[src/rtl/victim_writeback.sv]
// Victim write-back engine: reads an evicted dirty block one word at a time from the
// selected cache way and streams it to memory as a burst of write beats.
module victim_writeback #(
  parameter int unsigned NUM_WAYS      = 4,
  parameter int unsigned ADDRESS_WIDTH = 32,
  parameter int unsigned BLOCK_SIZE    = 32,
  parameter int unsigned WORD_WIDTH    = 32,
  localparam int unsigned WORDS        = BLOCK_SIZE * 8 / WORD_WIDTH,
  localparam int unsigned IDX_W        = $clog2(WORDS)
) (
  input  logic                           clk,
  input  logic                           reset,
  input  logic                           evict_valid,
  output logic                           evict_ready,
  input  logic [NUM_WAYS-1:0]            evict_target,
  input  logic                           evict_dirty,
  input  logic [ADDRESS_WIDTH-1:0]       evict_addr,
  output logic [NUM_WAYS-1:0]            way_rd_en,
  output logic [IDX_W-1:0]               way_rd_idx,
  input  logic [NUM_WAYS*WORD_WIDTH-1:0] way_rd_data,
  output logic                           mem_wr_valid,
  input  logic                           mem_wr_ready,
  output logic [ADDRESS_WIDTH-1:0]       mem_wr_addr,
  output logic [WORD_WIDTH-1:0]          mem_wr_data,
  output logic                           mem_wr_last,
  output logic                           wb_done,
  output logic                           wb_error
);

  localparam int unsigned WORD_BYTES = WORD_WIDTH / 8;
  localparam logic [ADDRESS_WIDTH-1:0] OffMask = ADDRESS_WIDTH'(BLOCK_SIZE - 1);

  typedef enum logic [2:0] {StIdle, StRead, StCapture, StSend, StDone} state_e;

  state_e                   state_q, state_d;
  logic [IDX_W-1:0]         cnt_q, cnt_d;
  logic [WORD_WIDTH-1:0]    buf_q, buf_d;
  logic [NUM_WAYS-1:0]      target_q, target_d;
  logic [ADDRESS_WIDTH-1:0] base_q, base_d;
  logic                     error_q, error_d;
  logic [WORD_WIDTH-1:0]    sel_data;
  logic                     is_last;
  logic                     send;

  assign is_last = (cnt_q == IDX_W'(WORDS - 1));

  always_comb begin
    sel_data = '0;
    for (int i = 0; i < NUM_WAYS; i++) begin
      if (target_q[i]) sel_data |= way_rd_data[i*WORD_WIDTH +: WORD_WIDTH];
    end
  end

  // The clean/dirty decision is folded into the next state, so only the target is kept.
  always_comb begin
    state_d  = state_q;
    cnt_d    = cnt_q;
    buf_d    = buf_q;
    target_d = target_q;
    base_d   = base_q;
    error_d  = 1'b0;
    unique case (state_q)
      StIdle: begin
        if (evict_valid) begin
          target_d = evict_target;
          base_d   = evict_addr & ~OffMask;
          cnt_d    = '0;
          if (!$onehot(evict_target)) error_d = 1'b1;
          else if (evict_dirty)       state_d = StRead;
          else                        state_d = StDone;
        end
      end
      StRead:    state_d = StCapture;
      StCapture: begin
        buf_d   = sel_data;
        state_d = StSend;
      end
      StSend: begin
        if (mem_wr_ready) begin
          if (is_last) begin
            state_d = StDone;
          end else begin
            cnt_d   = cnt_q + IDX_W'(1);
            state_d = StRead;
          end
        end
      end
      StDone:  state_d = StIdle;
      default: state_d = StIdle;
    endcase
  end

  always_ff @(posedge clk) begin
    if (reset) begin
      state_q  <= StIdle;
      cnt_q    <= '0;
      buf_q    <= '0;
      target_q <= '0;
      base_q   <= '0;
      error_q  <= 1'b0;
    end else begin
      state_q  <= state_d;
      cnt_q    <= cnt_d;
      buf_q    <= buf_d;
      target_q <= target_d;
      base_q   <= base_d;
      error_q  <= error_d;
    end
  end

  // Outputs are decoded from registered state and forced low while reset is held.
  always_comb begin
    send         = !reset && (state_q == StSend);
    evict_ready  = !reset && (state_q == StIdle);
    way_rd_en    = (!reset && (state_q == StRead)) ? target_q : '0;
    way_rd_idx   = reset ? '0 : cnt_q;
    mem_wr_valid = send;
    mem_wr_addr  = send ? base_q + ADDRESS_WIDTH'(cnt_q) * ADDRESS_WIDTH'(WORD_BYTES) : '0;
    mem_wr_data  = send ? buf_q : '0;
    mem_wr_last  = send && is_last;
    wb_done      = !reset && (state_q == StDone);
    wb_error     = !reset && error_q;
  end

endmodule

[config.mk]
export PLATFORM = sky130hd
export DESIGN_NAME = victim_writeback
export DESIGN_NICKNAME = d
export VERILOG_FILES = /design/src/rtl/victim_writeback.sv
export SDC_FILE = /design/constraint.sdc
export NUM_CORES = 1
export LEC_CHECK = 0
export CORE_AREA = 2 2 95 97
export DETAILED_ROUTE_END_ITERATION = 8
export DIE_AREA = 0 0 97 99
export DONT_BUFFER_PORTS = 1
export PLACE_DENSITY = 0.71
export SYNTH_ARGS = -nofsm -noshare
export SYNTH_HDL_FRONTEND = slang
export SYNTH_SLANG_ARGS = --single-unit
export TNS_END_PERCENT = 10
[constraint.sdc]
create_clock -name clk -period 3.8 [get_ports clk]
set_input_delay 0.76 -clock clk [delete_from_list [all_inputs] [get_ports clk]]
set_output_delay 0.76 -clock clk [all_outputs]
set_load 0.01 [all_outputs]
# Yosys cells after proc, flatten, opt, wreduce, memory -nomap -nowiden
# Cells that the tools add are included.
[classes]
n_bitwise = 5
n_reduce_logical = 13
n_shift = 0
n_div = 0
n_lt_le_gt_ge = 0
mux = 19
eq_ne = 10
n_mul = 0
add_sub_neg = 5
[op_table]
columns = ["cell", "count"]
rows = [
  ["2-to-1 mux 32 bit", 6],
  ["bitwise OR 32 bit", 3],
  ["adder 32 x 5 -> 32 bit", 1],
  ["2-to-1 mux 3 bit", 9],
  ["one-hot mux 3 bit (4 select lines)", 1],
  ["inequality test 2 bit (second input constant)", 4],
  ["equality test 3 x 1 -> 1 bit (second input constant)", 2],
  ["equality test 3 x 2 -> 1 bit (second input constant)", 2],
  ["equality test 3 bit (second input constant)", 2],
  ["logical AND 1 bit", 6],
  ["one-hot mux 3 bit (2 select lines)", 1],
  ["adder 1 x 1 -> 2 bit", 2],
  ["2-to-1 mux 4 bit", 1],
  ["AND reduction 4 bit", 1],
  ["adder 2 x 2 -> 3 bit", 1],
  ["adder 3 x 1 -> 3 bit (second input constant)", 1],
  ["logical NOT 3 bit", 1],
  ["AND reduction 3 bit", 1],
  ["OR reduction 3 bit", 1],
  ["inverter 1 bit", 2],
  ["AND reduction 2 bit", 1],
  ["nonzero test 2 bit", 1],
  ["logical NOT 1 bit", 1],
  ["2-to-1 mux 1 bit", 1],
]
[word_totals]
out_inout_bits = 76
rom_bits = 0
latch_bits = 0
wordCells = 58
mem_bits_rw = 0
memories = 0
in_bits = 169
ff_bits = 70

# Longest topological paths before layout
# Gate-level depths: netlist of run 1.
[depth]
word_depth = 7
mapped_depth = 8
depth_no_buf = 8

# Worst setup path before layout of run 1
# No wires, ideal clock.
[synth_timing]
path_type = "input to output"
startpoint = "in reset"
endpoint = "out mem_wr_addr[10]"
path_stages = 5
n_path_buf = 3
slack_ns = 1.283
arrival_time_ns = 1.757
required_time_ns = 3.040
cell_sequence = "clkbuf_1 -> and4bb_1 -> buf_2 -> clkbuf_1 -> and2_1"
[synth_via]
elab_chain_len = 3
[synth_rtl]
columns = ["element", "line_no", "text"]
rows = [
  ["start, declared", "12", "input logic reset,"],
  ["logical NOT 1 bit", "113", "send = !reset && (state_q == StSend);"],
  ["logical AND 1 bit", "113", ""],
  ["2-to-1 mux 32 bit", "118", "mem_wr_addr = send ? base_q + ADDRESS_WIDTH'(cnt_q) * ADDRESS_WIDTH'(WORD_BYTES) : '0;"],
  ["end, declared", "23", "output logic [ADDRESS_WIDTH-1:0] mem_wr_addr,"],
]
# Every way passes these cells.

# Worst setup path after layout of run 1
[layout_timing]
startpoint = "reg state_q[1]"
endpoint = "out mem_wr_data[23]"
[layout_via]
elab_chain_len = 3
[layout_rtl]
columns = ["element", "line_no", "text"]
rows = [
  ["start, declared", "35", "state_e state_q, state_d;"],
  ["start signal, assigned", "95", "state_q <= StIdle;"],
  ["start signal, assigned", "102", "state_q <= state_d;"],
  ["equality test 3 x 2 -> 1 bit", "113", ""],
  ["logical AND 1 bit", "113", ""],
  ["via mem_wr_valid", "21", "output logic mem_wr_valid,"],
  ["2-to-1 mux 32 bit", "119", "mem_wr_data = send ? buf_q : '0;"],
  ["end, declared", "24", "output logic [WORD_WIDTH-1:0] mem_wr_data,"],
]
# The timed path passes the listed nets, and every way through them passes these cells.

==> metrics.txt, run 1 <==
CTS Hold Bufs 0; Fin Setup TNS 0 ps; Hold Path Sink base_q[28]$_SDFFE_PP0P_; cell accounting for the most synthesized area dfxtp_1; maximum level of the CTS H-tree 3; highest net fanout along the worst path 42; remaining design rule violation count 0; final count of pins violating max slew 0; number of I/O pins roughly 250; xor and xnor area share after synthesis 0%; endpoint class of the critical path output pin; number of buffers between clock root and the deepest sink 2; CTS sink count 70; synth unique cells 37; leakage power around 0.0013 uW; classification of the worst-slack hold path reg -> reg; vias after detailed routing ~3,300; number of global-route vias before repair between 2,000 and 3,000; setup repair after global routing missed its margin no; last weighted congestion value of the routability-driven placer between 0.8 and 0.9; cell depth of the worst min-delay path 2; critical path class reg -> out; slowest cell on the critical path dfxtp_1; final period utilization 82.0%; floorplan core area 8550 um2; Buffers on Ports 0; average vias per placed instance 6.03; post-CTS sizing 0; sequential group share of total power a little under half; Post-synth EDFFs 0; clock network fraction of total power 39.7%; average size of a mapped cell just over 8 um2; data arrival time at the worst-slack endpoint 2350 ps; Global Route Usage Sum 19.4%; total standard cell area after synthesis ~3800 um2; required arrival time at the worst endpoint roughly 3000 ps; final number of hold-violating endpoints 0; final setup violating endpoints 0; Antenna diodes 0; count of routing violations after the opening detailed-route iteration 120; flip-flop cell with the highest count after synthesis dfxtp_1; R2R depth 4; cell area power density 430 nW/um2; detailed-route wire length between 9000 and 10,000 um; cell chosen for the clock root clkbuf_8; top-area cell type share of the netlist area 37.3%; area occupied by registers roughly 1400 um2; global route overflow 0; placed instance area around 3700 um2; count of yosys warnings during synthesis 0; placed wire-length estimate slightly above 7000 um; clock-pin slew of the registers on the worst-case setup and hold paths 70 ps; post-synthesis compound-gate area fraction about a quarter; fraction of the mapped netlist area in simple logic gates around a quarter; share of the yosys chip area belonging to registers between 30% and 40%; post-CTS setup buffer count 0; die boundary width between 90 and 100 um; final worst clock skew approximately 9 ps; adder and majority gate portion of the synthesized area around 1.9%; Slowest Stage Delay on Critical Path ~720 ps; switching power share of the total between 20% and 30%; wire length of the first global-routing pass between 10,000 and 15,000 um; residual antenna-violating net count after detailed routing 0; First-pass DRT Iterations 4; Power, Total 1680 uW; transition at the pin with the smallest max-transition slack 741 ps; Worst slew margin about 50%; origin of the critical flop-to-flop path state_q[1]$_SDFFE_PP0P_; outcome completed; Synth async-reset ratio 0%; min-delay src base_q[28]$_SDFFE_PP0P_; fraction of final layout cells with drive strength greater than 1 between 7 and 8%; Cells after DPL around 530; largest family of logic cells by synthesized area simple AND/OR/NAND/NOR gates; multi-input combinational cell area just over 2000 um2; pin count of the biggest net entering global routing 74; cell count after synthesis around 460; design internal power 1240 uW; clock network latency to the later pin of the worst-skew pair approximately 340 ps; initial cell density of the core a little over two fifths; startpoint class of the critical path register; overall die height 99 um; Synth area leaders dfxtp_1 37%, a22oi_1 13%, and2_1 11%, a311oi_1 7.5%, nand2_1 6.3%; area growth from synthesis to layout 4.23%; endpoint of the most critical register-to-register path state_q[0]$_SDFFE_PP0P_; CP Cell Sequence and4bb_2, buf_4, and2_1; average detailed-routed wire length per instance ~18 um; TritonCTS clock tree yes; final instance area 3920 um2; switching power roughly 450 uW; Final Non-Filler Cells around 540; worst supply voltage drop on vdd roughly 0.00022 V; Gate power share 12.6%; Inserted Clock Buffers 9; FF-to-FF setup slack 1730 ps; number of nets at the end of the flow ~600; most numerous cell in the Yosys netlist dfxtp_1; final critical path time including I/O delays and setup 3110 ps; #FFs+latches synth 70; Die Footprint ~9600 um2; num rows 34; maximum clock rate around 320 MHz; commonest cells in the netlist 70 x dfxtp_1, 64 x a22oi_1, 64 x and2_1; Filler Cells Inserted ~860; antenna violations before repair 0; Max Cap Violations 0; mux share of post-synthesis cell area less than 1%
power groups by stage:
stage / logic (uW) / clock network, uW / registers, uW
after floorplan: 204 / 0 / 810
after global placement: 206 / 0 / 818
after detailed placement: 214 / 0 / 820
after CTS: 215 / 691 / 803
after global routing: 241 / 728 / 809
final: 213 / 668 / 803
placed cells by master, fill, tap and decap left out, types with 3 or more instances in the layout:
| master | synthesis | layout |
|---|---|---|
| mux2i_1 | 3 | 3 |
| inv_1 | 9 | 9 |
| ha_1 | 4 | 4 |
| a311oi_1 | 32 | 32 |
| nor2_1 | 38 | 38 |
| buf_4 | 6 | 8 |
| nand2_2 | 3 | 3 |
| and2_1 | 64 | 64 |
| a21oi_1 | 32 | 32 |
| nand2b_1 | 4 | 4 |
| dfxtp_1 | 70 | 70 |
| nand2_1 | 63 | 63 |
| clkbuf_8 | 0 | 9 |
| a22oi_1 | 64 | 64 |
cells by family after synthesis:
| kind of cell | after synthesis |
|---|---|
| muxes | 3 |
| buffers and inverters | 61 |
| adders and majority gates | 5 |
| AOI/OAI and AO/OA | 134 |
| and+or+nand+nor | 189 |
| DFF | 70 |
| other | 1 |
stage by stage:
stage,utilization [%],hold slack (ps),worst slack (ps)
CTS,45.8,446,637
finish,45.8,446,686
global placement,43.2,431,1010
detailed placement,43.2,436,987
floorplan,-,432,1280
global route,45.8,448,451
routing by layer:
layer	routed length (um)	up-vias	track usage [%]
li1	-	1572	-
met3	713	9	5.46
met5	0	-	0
met1	4140	1548	24.8
met4	97	0	5.96
met2	4970	150	31.9
worst max path at each step:
stage | start | endpoint | slack [ps] | cells past startpoint
floorplan | reset | mem_wr_addr[10] | 1280 | 5
global placement | reset | mem_wr_data[27] | 1010 | 3
detailed placement | reset | mem_wr_data[4] | 990 | 3
CTS | state_q[1]$_SDFFE_PP0P_ | mem_wr_data[4] | 640 | 3
global route | state_q[1]$_SDFFE_PP0P_ | mem_wr_data[23] | 450 | 3
finish | state_q[1]$_SDFFE_PP0P_ | mem_wr_data[23] | 690 | 3
critical path, delay by kind of cell (launching register included):
family                 cells  cell delay [ps]
and+or+nand+nor            2              870
DFF                        1              720
buffers and inverters      1              410
final cells by class:
cell class / count / share of cell area, %
multi-input cells: 333 / 52.7
flip-flops and latches: 70 / 35.8
well taps: 108 / 3.45
clock buffers: 9 / 3.16
clock inverters: 7 / 2.49
repair buffers: 8 / 1.53
inverters: 9 / 0.862
state kept, by name, summed over array words and instances, names as in the netlist:
signal / count
base_q: 27
buf_q: 32
target_q: 4
state_q: 3
cnt_q: 3
error_q: 1
Power figures use the tool's default switching activity.
==> inputs of run 2 (changes only) <==
--- a/config.mk
+++ b/config.mk
@@ -9,7 +9,7 @@
 export DETAILED_ROUTE_END_ITERATION = 8
 export DIE_AREA = 0 0 97 99
 export DONT_BUFFER_PORTS = 1
-export PLACE_DENSITY = 0.71
+export PLACE_DENSITY = 0.73
 export SYNTH_ARGS = -nofsm -noshare
 export SYNTH_HDL_FRONTEND = slang
 export SYNTH_SLANG_ARGS = --single-unit
==> constraint.sdc (replaced) <==
create_clock -name clk -period 2.8 [get_ports clk]
set_input_delay 0.56 -clock clk [delete_from_list [all_inputs] [get_ports clk]]
set_output_delay 0.56 -clock clk [all_outputs]
set_load 0.01 [all_outputs]
==> run 2 against run 1 <==
  * Non-clock buffer count is 2 higher
  * Critical endpoint is now way_rd_en[2]
  * Sequential share of layout area rose by 0.16 points
  * Largest power group unchanged
  * Via count rose by 1.2%
  * Global-route usage is 1.1 points higher
  * Cell area decreased by 0.45%
  * Utilization decreased by 0.20 points
  * Clock power grew 8.7%
  * Worst hold slack lost 170 ps
  * First-iteration DRC count shrank 18%
  * Die area did not move
  * Sequential power is 36% higher
  * Critical path depth down 1
  * Critical path type unchanged
==> metrics.txt, run 2 (synthesis results as in run 1) <==
placed wire-length estimate about 7500 um; final period utilization 85.1%; final number of hold-violating endpoints 0; worst supply voltage drop on vdd between 0.0002 and 0.00025 V; die boundary width roughly 97 um; post-CTS sizing 0; antenna violations before repair 0; post-CTS setup buffer count 0; overall die height just under 100 um; final count of pins violating max slew 0; setup repair after global routing missed its margin no; endpoint class of the critical path output pin; maximum level of the CTS H-tree 3; fraction of final layout cells with drive strength greater than 1 7.76%; last weighted congestion value of the routability-driven placer 0.751; count of routing violations after the opening detailed-route iteration between 90 and 100; Inserted Clock Buffers 9; critical path class reg -> out; global route overflow 0; detailed-route wire length approximately 10,000 um; number of buffers between clock root and the deepest sink 2; Buffers on Ports 0; First-pass DRT Iterations 4; CTS sink count 70; largest reg by FF count buf_q; cell chosen for the clock root clkbuf_8; Die Footprint about 9600 um2; post-layout utilization of the core a little under half; highest net fanout along the worst path 11; wire length of the first global-routing pass between 15,000 and 20,000 um; num rows 34; CTS Hold Bufs 0; final hold slack roughly 280 ps; cell area power density 540 nW/um2; TritonCTS clock tree yes; Slowest Stage Delay on Critical Path 740 ps; final setup violating endpoints 0; Antenna diodes 0; clock-pin slew of the registers on the worst-case setup and hold paths 80 ps; pre-CTS setup slack between 400 and 500 ps; startpoint class of the critical path register; Worst slew margin 49.6%; Fin Setup TNS 0 ps; residual antenna-violating net count after detailed routing 0; Max Cap Violations 0; classification of the worst-slack hold path in -> reg; slowest cell on the critical path nor4b_1; number of flip-flops under the largest register name 32; clock network latency to the later pin of the worst-skew pair approximately 340 ps; data arrival time at the worst-slack endpoint ~1800 ps; most frequent cells in the layout 70 x dfxtp_1, 64 x and2_1, 64 x a22oi_1; outcome completed; area growth from synthesis to layout 3.76%; final critical path time including I/O delays and setup ~2400 ps; maximum clock rate 420 MHz; leading cell type in the layout, fill and taps excluded dfxtp_1; largest registers in the final layout buf_q (32), base_q (27), target_q (4); CP Cell Sequence nor4b_1, and2_1; average vias per placed instance a little over 6; pin count of the biggest net entering global routing 74; Global Route Usage Sum about 20%; floorplan core area between 8000 and 9000 um2; initial cell density of the core about 44%; required arrival time at the worst endpoint around 2200 ps; vias after detailed routing around 3,300; number of nets at the end of the flow between 600 and 700; number of global-route vias before repair about 3,100; final worst clock skew ~7.7 ps; number of I/O pins between 200 and 250; setup slack of the critical path after layout between 400 and 500 ps; remaining design rule violation count 0; leakage power 0.00134 uW; average detailed-routed wire length per instance between 15 and 20 um; transition at the pin with the smallest max-transition slack roughly 750 ps
==> run 2: cell count changes in the layout (fill, tap and decap cells not counted) <==
| cell | before | now |
|---|---|---|
| buf_12 | 0 | 1 |
| buf_4 | 8 | 9 |
| bufinv_16 | 2 | 0 |
| clkbuf_1 | 0 | 1 |
| clkbuf_8 | 9 | 10 |
| clkinv_2 | 1 | 2 |
| clkinv_4 | 1 | 2 |
| clkinvlp_4 | 2 | 1 |
| inv_6 | 1 | 0 |
==> run 2: final timing paths <==
kind / from / end / slack, ps / depth (start not counted)
max reg2reg: state_q[1]$_SDFFE_PP0P_ / buf_q[17]$_SDFFE_PP0N_ / 810 / 5
min: reset / base_q[24]$_SDFFE_PP0P_ / 280 / 1
min reg2reg: base_q[19]$_SDFFE_PP0P_ / base_q[19]$_SDFFE_PP0P_ / 440 / 2
max: state_q[2]$_SDFFE_PP0P_ / way_rd_en[2] / 420 / 2
==> run 2: cell type report <==
class	instances	area, um2
tap	108	135
fill	859	4650
clock buffer	11	141
clock inverter	5	35.0
sequential	70	1400
inverter	9	33.8
multi-input combinational	333	2070
timing repair buffer	10	87.6
==> run 2: worst max-delay path: cells and delay by family, from the launching register on <==
| family | cells | cell delay [ps] |
|---|---|---|
| flops | 1 | 460 |
| simple gates | 2 | 1020 |
==> run 2: routing by layer <==
layer	GRT usage, %	wire length [um]	up-vias
met5	0	0	-
met4	7.91	190	0
met3	4.75	747	17
met2	35.7	5080	171
met1	24.6	4260	1556
li1	-	-	1574
==> run 2: through the flow <==
step                cells  cell area [um2]  total power, uW
detailed placement    530             3720             1410
global route          546             3900             2240
finish                546             3900             2110
CTS                   546             3900             2150
global placement      530             3720             1390
floorplan             464             3760             1380
==> run 2: where the power goes <==
part	total [uW]	internal (uW)	switching [uW]
Clock	726	346	381
Combinational	287	118	169
Sequential	1090	1060	36.0
Total	2110	1520	586
==> inputs of run 3 (changes only) <==
--- a/config.mk
+++ b/config.mk
@@ -6,6 +6,7 @@
 export NUM_CORES = 1
 export LEC_CHECK = 0
 export CORE_AREA = 2 2 95 97
+export CTS_BUF_LIST = sky130_fd_sc_hd__clkbuf_16
 export DETAILED_ROUTE_END_ITERATION = 8
 export DIE_AREA = 0 0 97 99
 export DONT_BUFFER_PORTS = 1
==> run 3 against run 2 <==
  * Utilization up 1.1 points
  * Fmax up 1.0%
  * Critical path depth unchanged
  * Combinational power about the same
  * Global-route usage unchanged
  * Clock skew down 2.1 ps
  * Sequential power about the same
  * Register-to-register slack about the same
  * Final cell count unchanged
  * Highest routed layer unchanged
==> metrics.txt, run 3 (synthesis results as in run 1) <==
number of flip-flops under the largest register name 32; average detailed-routed wire length per instance 18.8 um; largest reg by FF count buf_q; Antenna diodes 0; final number of hold-violating endpoints 0; leading cell type in the layout, fill and taps excluded dfxtp_1; final hold slack just over 300 ps; post-CTS sizing 0; wire length of the first global-routing pass around 16,000 um; switching power share of the total between 20% and 30%; pin count of the biggest net entering global routing 74; remaining design rule violation count 0; Gate power share a little under an eighth; fraction of final layout cells with drive strength greater than 1 7.53%; cell area power density around 600 nW/um2; outcome completed; CTS Hold Bufs 0; setup repair after global routing missed its margin no; vias after detailed routing 3,312; endpoint class of the critical path output pin; post-CTS setup buffer count 0; design internal power roughly 1800 uW; startpoint class of the critical path register; initial cell density of the core 44.0%; number of buffers between clock root and the deepest sink 2; First-pass DRT Iterations 4; Buffers on Ports 0; clock network fraction of total power 42.0%; num rows 34; transition at the pin with the smallest max-transition slack approximately 740 ps; clock-pin slew of the registers on the worst-case setup and hold paths approximately 50 ps; final critical path time including I/O delays and setup 2360 ps; critical path class reg -> out; antenna violations before repair 0; Global Route Usage Sum about a fifth; worst supply voltage drop on vdd roughly 0.00023 V; die boundary width roughly 97 um; clock network latency to the later pin of the worst-skew pair 320 ps; largest registers in the final layout buf_q (32), base_q (27), target_q (4); Fin Setup TNS 0 ps; count of routing violations after the opening detailed-route iteration 103; required arrival time at the worst endpoint 2240 ps; number of nets at the end of the flow just over 600; most frequent cells in the layout 70 x dfxtp_1, 64 x and2_1, 64 x a22oi_1; highest net fanout along the worst path 11; switching power 616 uW; Die Footprint ~9600 um2; final setup violating endpoints 0; cell chosen for the clock root clkbuf_16; sequential group share of total power 45.9%; TritonCTS clock tree yes; last weighted congestion value of the routability-driven placer 0.751; final period utilization a little over four fifths; maximum level of the CTS H-tree 3; residual antenna-violating net count after detailed routing 0; area growth from synthesis to layout 6.19%; number of global-route vias before repair approximately 3,100; Max Cap Violations 0; detailed-route wire length 10,200 um; overall die height 99 um; final count of pins violating max slew 0; placed wire-length estimate between 7000 and 8000 um; CTS sink count 70; final worst clock skew roughly 5.5 ps; Worst slew margin approximately half; Inserted Clock Buffers 9; average vias per placed instance a little over 6; post-layout utilization of the core around 47%; maximum clock rate ~420 MHz; number of I/O pins approximately 250; leakage power approximately 0.0014 uW; classification of the worst-slack hold path in -> reg; global route overflow 0; data arrival time at the worst-slack endpoint between 1500 and 2000 ps; floorplan core area about 8600 um2
-- run 3: cell types whose count changed in the layout (fill, tap and decap cells not counted), sizes merged --
cell | before | now
clkbuf | 11 | 9
clkinv | 4 | 5
inv | 9 | 10
-- run 3: power by group through the flow --
stage / Combinational, uW / Sequential (uW) / Clock (uW)
2_1_floorplan: 277 / 1100 / 0
3_3_place_gp: 277 / 1110 / 0
3_5_place_dp: 292 / 1120 / 0
4_1_cts: 291 / 1100 / 1040
5_1_grt: 328 / 1100 / 1090
6_report: 287 / 1100 / 1000
-- run 3: per-layer routing --
layer,up-vias,wire (um),track usage [%]
li1,1575,-,-
met2,168,5070,35.7
met4,0,147,7.26
met1,1556,4270,24.8
met5,-,0,0
met3,13,754,4.96
-- run 3: worst paths after layout --
check                          start                       to  slack (ps)  depth (start not counted)
max          state_q[2]$_SDFFE_PP0P_             way_rd_en[2]         440                          2
min                            reset  base_q[24]$_SDFFE_PP0P_         300                          1
max reg2reg  state_q[1]$_SDFFE_PP0P_   buf_q[17]$_SDFFE_PP0N_         820                          5
min reg2reg  base_q[19]$_SDFFE_PP0P_  base_q[19]$_SDFFE_PP0P_         440                          2
-- run 3: through the flow --
stage	std cells	instance area, um2	setup slack (ps)	power, uW
CTS	546	3990	448	2420
finish	546	3990	442	2390
global placement	530	3720	461	1390
floorplan	464	3760	563	1380
global route	546	3990	351	2530
detailed placement	530	3720	418	1410
-- run 3: final cells by class --
class                      instances  area [um2]
clock buffer                       9         225
clock inverter                     7        42.5
fill                             844        4560
inverter                           9        33.8
multi-input combinational        333        2070
sequential                        70        1400
tap                              108         135
timing repair buffer              10        87.6
-- run 3: worst max-delay path, cell delays in order, from the launching register on --
cell and delay, ps:
dfxtp_1 460, nor4b_1 740, and2_1 280
